`config.mk`:
```
export PLATFORM = sky130hd
export DESIGN_NAME = if_id_reg
export DESIGN_NICKNAME = d
export VERILOG_FILES = /design/src/rtl/if_id_reg.sv
export SDC_FILE = /design/constraint.sdc
export NUM_CORES = 1
export LEC_CHECK = 0
export CAP_MARGIN = 10
export CORE_AREA = 2 2 116 118
export CTS_CLUSTER_SIZE = 8
export DETAILED_ROUTE_END_ITERATION = 8
export DIE_AREA = 0 0 118 120
export PLACE_DENSITY_LB_ADDON = 0.3
export SLEW_MARGIN = 15
export SYNTH_ARGS = -nofsm -noshare
export SYNTH_HDL_FRONTEND = slang
export SYNTH_SLANG_ARGS = --single-unit
```
`constraint.sdc`:
```
create_clock -name clk -period 1.36 [get_ports clk]
set_input_delay 0.272 -clock clk [delete_from_list [all_inputs] [get_ports clk]]
set_output_delay 0.272 -clock clk [all_outputs]
set_load 0.01 [all_outputs]
```
`src/rtl/if_id_reg.sv`:
```
// IF/ID pipeline register: captures fetched instruction and PC, supports stall
// (hold) and flush (bubble), and exposes decode field slices of the held word.
module if_id_reg #(
    parameter logic [31:0] RESET_PC  = 32'h0000_3000,
    parameter logic [31:0] NOP_INSTR = 32'h0000_0000
) (
    input  logic        clk,
    input  logic        reset,
    input  logic [31:0] instr_f,
    input  logic [31:0] pc_f,
    input  logic        valid_f,
    input  logic        stall_d,
    input  logic        flush_d,
    output logic [31:0] instr_d,
    output logic [31:0] pc_d,
    output logic [31:0] pc4_d,
    output logic        valid_d,
    output logic [5:0]  opcode_d,
    output logic [4:0]  rs_d,
    output logic [4:0]  rt_d,
    output logic [4:0]  rd_d,
    output logic [4:0]  shamt_d,
    output logic [5:0]  funct_d,
    output logic [15:0] imm16_d,
    output logic [25:0] j26_d
);

    logic [31:0] pcPlus4;
    logic        clearRegs;

    assign pcPlus4   = pc_f + 32'd4;
    // Flush inserts the same bubble as reset and outranks a concurrent stall.
    assign clearRegs = reset | flush_d;

    always_ff @(posedge clk) begin
        if (clearRegs) begin
            instr_d <= NOP_INSTR;
            pc_d    <= RESET_PC;
            pc4_d   <= RESET_PC + 32'd4;
            valid_d <= 1'b0;
        end else if (!stall_d) begin
            instr_d <= instr_f;
            pc_d    <= pc_f;
            pc4_d   <= pcPlus4;
            valid_d <= valid_f;
        end
    end

    assign opcode_d = instr_d[31:26];
    assign rs_d     = instr_d[25:21];
    assign rt_d     = instr_d[20:16];
    assign rd_d     = instr_d[15:11];
    assign shamt_d  = instr_d[10:6];
    assign funct_d  = instr_d[5:0];
    assign imm16_d  = instr_d[15:0];
    assign j26_d    = instr_d[25:0];

endmodule

```
## Yosys cells after proc, flatten, opt, wreduce, memory -nomap -nowiden

Cells that the tools add are included.

| storage, ports and cells | value |
|---|---|
| register bits | 97 |
| bits of input ports | 69 |
| output and inout port bits | 171 |
| word-level logic and storage cells | 6 |

| operators by class | value |
|---|---|
| add/sub/neg operators | 1 |
| bitwise logic cells | 1 |

Operator list:

| cell | number |
|---|---|
| $add 32x3->32 const B | 1 |
| $or 1x1->1 | 1 |

## Longest topological paths before layout

| depth | value |
|---|---|
| word-level depth | 1 |
| mapped depth | 6 |
| mapped depth without buffers | 6 |

## Least setup slack after synthesis

Ideal clock, no wire load.

| timing path | value |
|---|---|
| path kind | in2reg |
| start | input port pc_f[2] |
| end | register pc4_d[20] |
| library setup time | 132 ps |
| data arrival time | 1,318 ps |
| data required time | 1,228 ps |
| slack | -90 ps |
| stages on the path | 6 |
| buffers on the path | 0 |
| path through | ha_1 -> and4_1 -> nand3_1 -> nor3_1 -> xnor2_1 -> a21oi_1 |

| between the ends | value |
|---|---|
| longest elaborated chain between the ends | 1 |

RTL lines:

| what | line | text |
|---|---|---|
| from (decl) | 10 | `input logic [31:0] pc_f,` |
| $add 32x3->32 | 31 | `assign pcPlus4 = pc_f + 32'd4;` |
| to (signal assigned) | 39 | `pc4_d <= RESET_PC + 32'd4;` |
| to (signal assigned) | 44 | `pc4_d <= pcPlus4;` |
| to (decl) | 16 | `output logic [31:0] pc4_d,` |

No other way between the ends.
A chain may end at the register's enable or synchronous reset.

## Worst setup path in the final report

| timing path | value |
|---|---|
| start | register instr_d[6] |
| end | output port shamt_d[0] |

RTL lines:

| what | line | text |
|---|---|---|
| from (decl) | 14 | `output logic [31:0] instr_d,` |
| from (signal assigned) | 42 | `instr_d <= instr_f;` |
| to (decl) | 22 | `output logic [4:0] shamt_d,` |

No word-level cell between the ends.

==> qor_table.md <==
| Metric | Reported |
|---|---|
| Chain of cells forming the critical path | dlygate4sd2_1 |
| Hold Slack | 0.256 ns |
| Crit-path max cell delay | 0.39 ns |
| Wire length of the first global-routing pass | 20.2 mm |
| Setup slack at placement | -0.640 ns |
| Antenna Cells | 0 |
| Max Fclk | 767 MHz |
| Final cell count without fillers | 861 |
| Largest fanout on the critical path | 5 |
| Nature of the critical path startpoint | flip-flop |
| Hold depth | 3 |
| Share of layout cells above drive strength 1 | 16.2% |
| Initial antenna violation count | 0 |
| Leading cell type in the layout, fill and taps excluded | dlygate4sd2_1 |
| Static Leakage | 3.66 nW |
| Slew at the pin closest to its max-slew limit | 0.295 ns |
| Crit Path Class | flip-flop to primary output |
| Clock-pin slew on the worst setup and hold paths | 0.07 ns |
| Vert. Die Dim | 120 µm |
| Remaining routing DRC violations | 0 |
| Count of buffers from port buffering | 239 |
| Unrepaired setup endpoints after global routing | false |
| Root buffer selected by CTS | clkbuf_16 |
| Max-cap violations | 0 |
| Final worst clock skew | 0 ns |
| Die width | 118 µm |
| Gp weighted congestion | 0.812 |
| Warnings, synthesis | 0 |
| Number of sinks handled by clock tree synthesis | 95 |
| CP endpoint kind | primary output |
| IO Count | 240 |
| Synthesized flop and latch total | 95 |
| Vias | 3,935 |
| Maximum number of pins on one net before global-route repair | 39 |
| Critical path data arrival time | 1.03 ns |
| CTS HTree Levels | 3 |
| Count of buffering cells on the critical path with inverters included | 1 |
| Filler Cells Inserted | 1,238 |
| Average wire length per cell after detail routing | 14.7 µm |
| Worst ir drop on vdd | 0.642 mV |
| Final Hold Fails | 0 |
| Standard cell core area | 13,000 µm² |
| Required time at the endpoint of the critical path | 1.09 ns |
| Post-detail-place hpwl | 9.63 mm |
| TritonCTS Buffers | 9 |
| Count of mapped cells out of synthesis | 474 |
| Worst-Skew Late Latency | 0.34 ns |
| Netlist cell types | 29 |
| Nets | 750 |
| TNS Setup | 0 ns |
| Worst hold path class | input port to flip-flop |
| Netlist area before placement | 4400 µm² |
| Number of nets produced by synthesis | 544 |
| Post-route minimum period | 1.30 ns |
| Routed vias/inst | 4.57 |
| Final number of max-transition violations | 0 |
| Detail Route Antenna Nets | 0 |
| Number of buffers between clock root and the deepest sink | 2 |
| Mean cell area of the mapped netlist | 9.28 µm² |
| Clock tree from TritonCTS | yes |
| Tcrit/Tclk final | 95.8% |
| Area occupied by multi-input gates | 1920 µm² |
| Outcome | completed |
| Number of cell instances on the worst register-to-register path | 2 |
| Total global-route track usage | 17.6% |
| Area of the die | 14,200 µm² |
| Commonest cells after routing, fill and taps aside | dlygate4sd2_1, dfxtp_1, nor2_1 |
| Leftover overflow at the end of global routing | 0 |
| Setup slack of the critical path after layout | 0.0568 ns |
| Total power divided by cell area | 984 nW/µm² |
| Number of global-route vias before repair | 3,813 |
| Finish-stage setup viols | 0 |
| Levels on crit path | 1 |
| Crit-path slowest cell | dfxtp_1 |
| Relative area change from synthesis to final layout | 60.2% |
| Sequential standard cell area | 1910 µm² |
| DR iter-0 viols | 114 |
| Inst Count DP | 842 |
| Initial Util | 33.9% |
| Tightest slew margin relative to the limit | 80.3% |
| WL final | 12.7 mm |
| Standard-cell row count | 42 |
| CP top delay family | flip-flops |
| Number of iterations in the first detailed-routing pass | 4 |
| Fraction of the yosys area taken by sequential cells | 43.3% |
## metal layers
layer | vias to the layer above | routed length [µm] | GRT usage (%)
met1 | 1835 | 5270 | 20.9
met3 | 15 | 837 | 4.23
met4 | 0 | 185 | 5.95
li1 | 1930 | - | -
met2 | 155 | 6410 | 31.3
met5 | - | 0 | 0
## cells in the mapped netlist
master	number	area share, %
buf_1	1	0.085
a211oi_1	1	0.17
ha_1	1	0.28
and4_1	2	0.40
a21oi_1	24	2.7
nand3_1	13	1.5
nand4_2	3	0.85
clkbuf_1	16	1.4
nor4_4	2	0.97
o21ai_0	21	2.4
nand4_1	6	0.85
nor2b_1	1	0.14
nor2_1	76	6.5
buf_2	6	0.68
xor2_1	17	3.4
and2_1	1	0.14
nor3b_2	1	0.28
o31ai_1	1	0.17
nand2_1	19	1.6
inv_1	3	0.26
dfxtp_1	95	43
xnor2_1	11	2.2
and4_2	1	0.23
and3_2	1	0.17
nor3_1	2	0.23
buf_4	76	13
mux2i_1	68	15
and3_1	4	0.57
or2_2	1	0.14
## worst register-to-register path: stages, from the launching register on
cell and delay [ns]:
dfxtp_1 0.31, o21ai_0 0.18, a21oi_1 0.07
## sequential cells by signal (all words and copies together), names as in the netlist
| register | count |
|---|---|
| valid_d | 1 |
| pc4_d | 30 |
| pc_d | 32 |
| instr_d | 32 |
## timing repair
item                       CTS  global route
hold buffers                 0             0
gates resized for setup    224            25
buffers inserted             3             1
pin swaps                    8             7
hold endpoints to repair     0             0
setup endpoints to repair  193            18
## per-stage QoR
stage                     util [%]  total power [mW]  area (µm²)
after detailed placement      52.7              4.21        6840
after global routing          54.3              7.22        7040
after global placement        52.7              4.19        6840
after CTS                     54.1              7.01        7020
final                         54.3              6.93        7040
after floorplan                  -              3.52        4420
## kinds of logic after synthesis
kind of cell / synth area share, %
buffers and inverters: 15.4
AOI/OAI and AO/OA: 5.46
adders and majority gates: 0.285
xor gates and xnor gates: 5.58
and+or+nand+nor: 14.6
muxes: 15.5
DFF: 43.3
## layout make-up
class | instances | share of cell area [%]
flip-flops and latches | 95 | 27.1
repair buffers | 294 | 37.4
multi-input cells | 277 | 27.2
well taps | 176 | 3.13
clock buffers | 11 | 3.45
clock inverters | 5 | 1.47
inverters | 3 | 0.160
## worst paths after layout
kind / startpoint / slack, ns / endpoint
max: instr_d[6] / 0.06 / shamt_d[0]
min: pc_f[10] / 0.26 / pc_d[10]
max reg2reg: pc4_d[23] / 0.68 / pc4_d[23]
min reg2reg: pc4_d[8] / 0.47 / pc4_d[8]
## power breakdown
part / total, mW / internal [mW] / switching (mW)
Sequential: 2.95 / 2.88 / 0.0650
Combinational: 1.07 / 0.570 / 0.497
Clock: 2.92 / 1.85 / 1.07
Total: 6.93 / 5.30 / 1.63
Note: power is estimated with default switching activity, not from simulation.
